**src/rtl/game_pkg.sv**
```systemverilog
// Shared types and helpers for the symbol-counting game sequencer.
// Holds the period encoding, countdown width and an absolute-difference helper.
package game_pkg;

    typedef enum logic [2:0] {
        IDLE   = 3'd0,
        PRELIM = 3'd1,
        GAME   = 3'd2,
        ANSWER = 3'd3,
        POST   = 3'd4,
        WIN    = 3'd5,
        LOSE   = 3'd6
    } period_e;

    localparam int SECS_W = 4;

    // Unsigned |a - b|; never wraps because the larger operand is always the minuend.
    function automatic logic [31:0] abs_diff(
        input logic [31:0] a,
        input logic [31:0] b
    );
        return (a >= b) ? (a - b) : (b - a);
    endfunction

endpackage

```
**src/rtl/player_counter.sv**
```systemverilog
// Saturating up/down counter for one player.
// Ports: Clk100M/Rst_n clock and async active-low reset; clr synchronous clear;
//   en count enable; up/down step pulses; count registered value;
//   count_nxt the value count takes on the next edge (used for same-edge judgement).
module player_counter #(
    parameter int CNT_W = 8
) (
    input  logic             Clk100M,
    input  logic             Rst_n,
    input  logic             clr,
    input  logic             en,
    input  logic             up,
    input  logic             down,
    output logic [CNT_W-1:0] count,
    output logic [CNT_W-1:0] count_nxt
);

    logic [CNT_W-1:0] r_count;
    logic [CNT_W-1:0] w_nxt;

    // up and down together cancel; both ends saturate.
    always_comb begin
        w_nxt = r_count;
        if (clr) begin
            w_nxt = '0;
        end else if (en && up && !down && (r_count != '1)) begin
            w_nxt = r_count + CNT_W'(1);
        end else if (en && down && !up && (r_count != '0)) begin
            w_nxt = r_count - CNT_W'(1);
        end
    end

    always_ff @(posedge Clk100M or negedge Rst_n) begin
        if (!Rst_n) begin
            r_count <= '0;
        end else begin
            r_count <= w_nxt;
        end
    end

    assign count     = r_count;
    assign count_nxt = w_nxt;

endmodule

```
**src/rtl/game_sequencer.sv**
```systemverilog
// Period/level controller: prelim -> game -> answer -> post per level, judging players.
// Ports: Clk100M/Rst_n clock and async reset; tick1Hz second pulse; start (re)start;
//   genDone generator finished; numSpecial target count; up/down per-player pulses;
//   period/curLevel/secsLeft status; startGen generator kick; alive survivor mask;
//   userCount packed counts (player 0 in LSBs); levelComplete pulse; victory/lose flags.
module game_sequencer
    import game_pkg::*;
#(
    parameter int NUM_LEVELS  = 8,
    parameter int NUM_PLAYERS = 2,
    parameter int CNT_W       = 8,
    parameter int PRELIM_SECS = 3,
    parameter int ANSWER_SECS = 5,
    parameter int POST_SECS   = 3,
    parameter int TOL         = 0,
    localparam int LVL_W      = (NUM_LEVELS > 1) ? $clog2(NUM_LEVELS) : 1
) (
    input  logic                         Clk100M,
    input  logic                         Rst_n,
    input  logic                         tick1Hz,
    input  logic                         start,
    input  logic                         genDone,
    input  logic [CNT_W-1:0]             numSpecial,
    input  logic [NUM_PLAYERS-1:0]       up,
    input  logic [NUM_PLAYERS-1:0]       down,
    output logic [2:0]                   period,
    output logic [LVL_W-1:0]             curLevel,
    output logic [3:0]                   secsLeft,
    output logic                         startGen,
    output logic [NUM_PLAYERS-1:0]       alive,
    output logic [NUM_PLAYERS*CNT_W-1:0] userCount,
    output logic                         levelComplete,
    output logic                         victory,
    output logic                         lose
);

    localparam logic [SECS_W-1:0] PRE_S = SECS_W'(PRELIM_SECS);
    localparam logic [SECS_W-1:0] ANS_S = SECS_W'(ANSWER_SECS);
    localparam logic [SECS_W-1:0] PST_S = SECS_W'(POST_SECS);
    localparam logic [LVL_W-1:0]  LAST  = LVL_W'(NUM_LEVELS - 1);

    period_e                r_period, w_period;
    logic [LVL_W-1:0]       r_level,  w_level;
    logic [SECS_W-1:0]      r_secs,   w_secs;
    logic                   r_sg,     w_sg;
    logic [NUM_PLAYERS-1:0] r_alive,  w_alive;
    logic                   r_lc,     w_lc;
    logic                   r_vic,    w_vic;
    logic                   r_lose,   w_lose;

    logic                   w_counting;
    logic                   w_last;
    logic [NUM_PLAYERS-1:0] w_en;
    logic [NUM_PLAYERS-1:0] w_pass;

    assign w_counting = (r_period == GAME) || (r_period == ANSWER);
    assign w_last     = tick1Hz && (r_secs == SECS_W'(1));

    for (genvar gi = 0; gi < NUM_PLAYERS; gi++) begin : g_player
        logic [CNT_W-1:0] w_cnt;
        logic [CNT_W-1:0] w_nxt;
        logic [CNT_W:0]   w_diff;

        assign w_en[gi] = w_counting && r_alive[gi];

        player_counter #(
            .CNT_W(CNT_W)
        ) u_cnt (
            .Clk100M  (Clk100M),
            .Rst_n    (Rst_n),
            .clr      (w_sg),
            .en       (w_en[gi]),
            .up       (up[gi]),
            .down     (down[gi]),
            .count    (w_cnt),
            .count_nxt(w_nxt)
        );

        // Judge on the post-update count so a pulse on the final tick edge counts.
        assign w_diff     = (CNT_W+1)'(abs_diff(32'(w_nxt), 32'(numSpecial)));
        assign w_pass[gi] = 32'(w_diff) <= 32'(TOL);

        assign userCount[gi*CNT_W +: CNT_W] = w_cnt;
    end

    always_comb begin
        w_period = r_period;
        w_level  = r_level;
        w_secs   = r_secs;
        w_sg     = 1'b0;
        w_alive  = r_alive;
        w_lc     = 1'b0;
        w_vic    = r_vic;
        w_lose   = r_lose;
        unique case (r_period)
            IDLE, WIN, LOSE: begin
                // start takes priority over a same-cycle tick
                if (start) begin
                    w_period = PRELIM;
                    w_level  = '0;
                    w_alive  = '1;
                    w_vic    = 1'b0;
                    w_lose   = 1'b0;
                    w_secs   = PRE_S;
                end
            end
            PRELIM: begin
                if (w_last) begin
                    w_period = GAME;
                    w_secs   = '0;
                    w_sg     = 1'b1;
                end else if (tick1Hz) begin
                    w_secs = r_secs - SECS_W'(1);
                end
            end
            GAME: begin
                if (genDone) begin
                    w_period = ANSWER;
                    w_secs   = ANS_S;
                end
            end
            ANSWER: begin
                if (w_last) begin
                    w_period = POST;
                    w_secs   = PST_S;
                    w_lc     = 1'b1;
                    w_alive  = r_alive & w_pass;
                end else if (tick1Hz) begin
                    w_secs = r_secs - SECS_W'(1);
                end
            end
            POST: begin
                if (w_last) begin
                    if (r_alive == '0) begin
                        w_period = LOSE;
                        w_secs   = '0;
                        w_lose   = 1'b1;
                    end else if (r_level == LAST) begin
                        w_period = WIN;
                        w_secs   = '0;
                        w_vic    = 1'b1;
                    end else begin
                        w_period = PRELIM;
                        w_level  = r_level + LVL_W'(1);
                        w_secs   = PRE_S;
                    end
                end else if (tick1Hz) begin
                    w_secs = r_secs - SECS_W'(1);
                end
            end
            default: begin
                w_period = IDLE;
            end
        endcase
    end

    always_ff @(posedge Clk100M or negedge Rst_n) begin
        if (!Rst_n) begin
            r_period <= IDLE;
            r_level  <= '0;
            r_secs   <= '0;
            r_sg     <= 1'b0;
            r_alive  <= '1;
            r_lc     <= 1'b0;
            r_vic    <= 1'b0;
            r_lose   <= 1'b0;
        end else begin
            r_period <= w_period;
            r_level  <= w_level;
            r_secs   <= w_secs;
            r_sg     <= w_sg;
            r_alive  <= w_alive;
            r_lc     <= w_lc;
            r_vic    <= w_vic;
            r_lose   <= w_lose;
        end
    end

    assign period        = r_period;
    assign curLevel      = r_level;
    assign secsLeft      = r_secs;
    assign startGen      = r_sg;
    assign alive         = r_alive;
    assign levelComplete = r_lc;
    assign victory       = r_vic;
    assign lose          = r_lose;

endmodule
```
**config.mk**
```make
export PLATFORM = sky130hd
export DESIGN_NAME = game_sequencer
export DESIGN_NICKNAME = d
export VERILOG_FILES = /design/src/rtl/game_pkg.sv /design/src/rtl/player_counter.sv /design/src/rtl/game_sequencer.sv
export SDC_FILE = /design/constraint.sdc
export NUM_CORES = 1
export LEC_CHECK = 0
export ABC_AREA = 1
export CAP_MARGIN = 25
export CORE_MARGIN = 2
export CORE_UTILIZATION = 52
export DETAILED_ROUTE_END_ITERATION = 10
export PLACE_DENSITY = 0.87
export SETUP_SLACK_MARGIN = 0.15
export SYNTH_ARGS = -nofsm -noshare
export SYNTH_HDL_FRONTEND = slang
export SYNTH_HIERARCHICAL = 1
export SYNTH_SLANG_ARGS = --single-unit
```
**constraint.sdc**
```tcl
create_clock -name Clk100M -period 3.1 [get_ports Clk100M]
set_input_delay 0.465 -clock Clk100M [delete_from_list [all_inputs] [get_ports Clk100M]]
set_output_delay 0.465 -clock Clk100M [all_outputs]
set_load 0.1 [all_outputs]
```
==> impl_results.md <==
- Status: finished, violations left
- Failing checks: setup timing
- Yosys warns: 6
- Grt peak-use layer: met2
- Setup WS post-layout: -0.123 ns
- Core footprint: 0.00773 sq mm
- Post-Syn Instances: 693
- CTS Hold Bufs: 0
- CP Max Fanout: 8
- Hold_ws: 0.535 ns
- Post-Syn Area: 0.00415 sq mm
- Net count after synthesis: 752
- Port Buf Inserts: 48
- Hpwl dp: 9580 um
- Synth unique cells: 38
- Max_slew headroom: 70.5%
- Fin crit period: 3.22 ns
- Critical Setup Path Class: register to register
- Via count: 4885
- Leading area contributor after synthesis: nand2_1
- Via density: 5.31
- Clock sink count: 32
- WL per Instance: 13.7 um
- Slew @ Worst Pin: 0.443 ns
- FMAX: 0.310 GHz
- Fin. Hold Viols: 0
- Final setup violation count: 2
- Met3 Resource Use GR: 3.79%
- Drt initial violations: 272
- Placer Congestion: 0.968
- Detailed-route DRC error count: 0
- Slowest CP cell: dfrtp_4
- CTS clock-pin slew for the worst setup and hold paths: 0.08 ns
- Synth area leaders: nand2_1 (19%), dfrtp_1 (18%), ha_1 (13%), inv_1 (11%), nand3_1 (8.6%)
- CTS tree: yes
- Initial core utilization: 53.7%
- Ports: 49
- Met2 Usage GRT: 52.2%
- Number of CTS-inserted buffers: 5
- Root Driver: clkbuf_8
- Diodes inserted: 0
- Tcrit/Tclk final: 104%
- CP Data Arrival Time: 3.47 ns
- Die X: 93.3 um
- Die ar.: 0.00871 sq mm
- Grt total ovfl: 0
- Max Root-Sink Buffers: 2
- Vias in the first global route: 4595
- Crit-path most repeated cell: nand2_1
- Clk_skew: 0.00855 ns
- Share of cells above drive strength 1: 34.7%
- Die height: 93.3 um
- Antenna violations before repair: 0
- #FFs+latches synth: 32
- Post-route ant nets: 0
- Avg Synthesized Cell Area: 5.99 sq um
- Worst-Skew Late Latency: 0.29 ns
- Final WL: 12600 um
- Area Growth Syn to Fin: 41.2%
- Max-cap violations: 0
- # rows: 32
- Startpoint types: register
- Synth top area share: 18.9%
- Fin nets: 876
- First-pass GRT wire length: 20600 um
- CP max stage delay: 0.49 ns
- H-tree level count: 2
- TritonRoute pass-1 iters: 5
- Critical Path End Type: register
- Largest net degree at the start of global routing: 33
- Required @ worst endpoint: 3.34 ns
- RSZ-0062 raised after global routing: true
- Final Max Tran Viols: 0
- Met1 Use GR: 37.0%
- Total GRT Usage: 28.9%
- Sequential fraction of the synthesis area: 19.4%
- Min-Delay Path Class: register to register
## cell type report
| type | instances | area (sq um) |
|---|---|---|
| clock inverter | 3 | 18.8 |
| inverter | 134 | 518 |
| fill | 556 | 1870 |
| sequential | 32 | 822 |
| multi-input combinational | 524 | 3340 |
| clock buffer | 5 | 68.8 |
| timing repair buffer | 120 | 963 |
| tap | 102 | 128 |
## critical path: cells and delay by family, from the launching register on
family                     cells  cell delay [ns]
DFF                            1             0.49
and+or+nand+nor               21             1.84
adders and majority gates      1             0.19
buffers and inverters          8             0.64
## kinds of logic after synthesis
| family | count (synthesis) | share of synthesized area, % |
|---|---|---|
| DFF | 32 | 19.4 |
| and+or+nand+nor | 408 | 44.8 |
| xor gates and xnor gates | 5 | 1.06 |
| buffers and inverters | 137 | 12.7 |
| adders and majority gates | 42 | 12.7 |
| AOI/OAI and AO/OA | 69 | 9.41 |
## cells in the mapped netlist
master	instances
a31oi_1	3
buf_2	1
o211ai_1	1
nor2_2	11
nand4_2	1
o31ai_1	2
nor3_4	1
o21ai_1	5
o2111ai_1	1
nor2_1	68
or2_1	3
nor3_1	4
nand4_1	10
o22ai_1	1
nand2_1	209
dfrtp_1	30
nand3_1	71
o21a_1	1
inv_4	1
nor2_4	8
nand2_4	4
xor2_1	5
a21oi_2	2
or2_2	2
nand3_4	1
buf_4	2
a21oi_1	30
nand3b_1	2
a41oi_1	1
o21ai_2	1
dfstp_2	2
a21oi_4	1
o21ai_0	20
inv_1	117
nand3_2	1
ha_1	42
inv_2	16
nand2_2	12
## final timing paths
kind | start | end | slack [ns] | depth (start not counted)
max in group asynchronous | Rst_n | period[1]$_DFFE_PN0P_ | 2.16 | 2
worst max register to register | period[0]$_DFFE_PN0P_ | alive[1]$_DFFE_PN1P_ | -0.12 | 30
min in group asynchronous | Rst_n | levelComplete$_DFF_PN0_ | 0.57 | 2
worst max-delay path | period[0]$_DFFE_PN0P_ | alive[1]$_DFFE_PN1P_ | -0.12 | 30
worst min-delay path | curLevel[1]$_DFFE_PN0P_ | curLevel[1]$_DFFE_PN0P_ | 0.54 | 2
worst min register to register | curLevel[1]$_DFFE_PN0P_ | curLevel[1]$_DFFE_PN0P_ | 0.54 | 2
## through the flow
stage | worst slack (ns) | cell area (sq um) | std cells | utilization, % | setup TNS (ns)
2_1_floorplan | -0.121 | 4230 | 693 | - | -0.187
3_3_place_gp | -0.274 | 5150 | 897 | 66.7 | -0.479
3_5_place_dp | -0.280 | 5150 | 897 | 66.7 | -0.500
4_1_cts | -0.0841 | 5650 | 914 | 73.1 | -0.151
5_1_grt | -0.352 | 5860 | 920 | 75.8 | -0.676
6_report | -0.123 | 5860 | 920 | 75.8 | -0.236
## metal layers
| metal | wire length (um) | vias up |
|---|---|---|
| met3 | 651 | 28 |
| met4 | 236 | 0 |
| li1 | - | 2415 |
| met1 | 5410 | 2283 |
| met5 | 0 | - |
| met2 | 6320 | 159 |
## sequential cells by signal, indices dropped and copies added (netlist names), 2 cells and up
signal                cells
g_player.u_cnt/count     16
secsLeft                  4
curLevel                  3
period                    3
alive                     2
## layout by cell type, fill, tap and decap left out, drive strengths merged
cell           count
a21oi             33
a31oi              3
a41oi              1
buf              104
clkbuf             5
clkdlybuf4s50     16
clkinv             3
dfrtp             30
dfstp              2
ha                42
inv              134
nand2            225
nand3             73
nand3b             2
nand4             11
nor2              87
nor3               5
o2111ai            1
o211ai             1
o21a               1
o21ai             26
o22ai              1
o31ai              2
or2                5
xor2               5
## what timing repair did
item                                    in CTS  in global routing
setup buffers                                9                  6
resized for setup                           83                 43
pin swaps                                   54                 40
endpoints found under the setup margin       2                  2
Power is left out: the tool's default activity adds up to more than one toggle a clock period on the data nets, which glitch-free logic cannot reach.
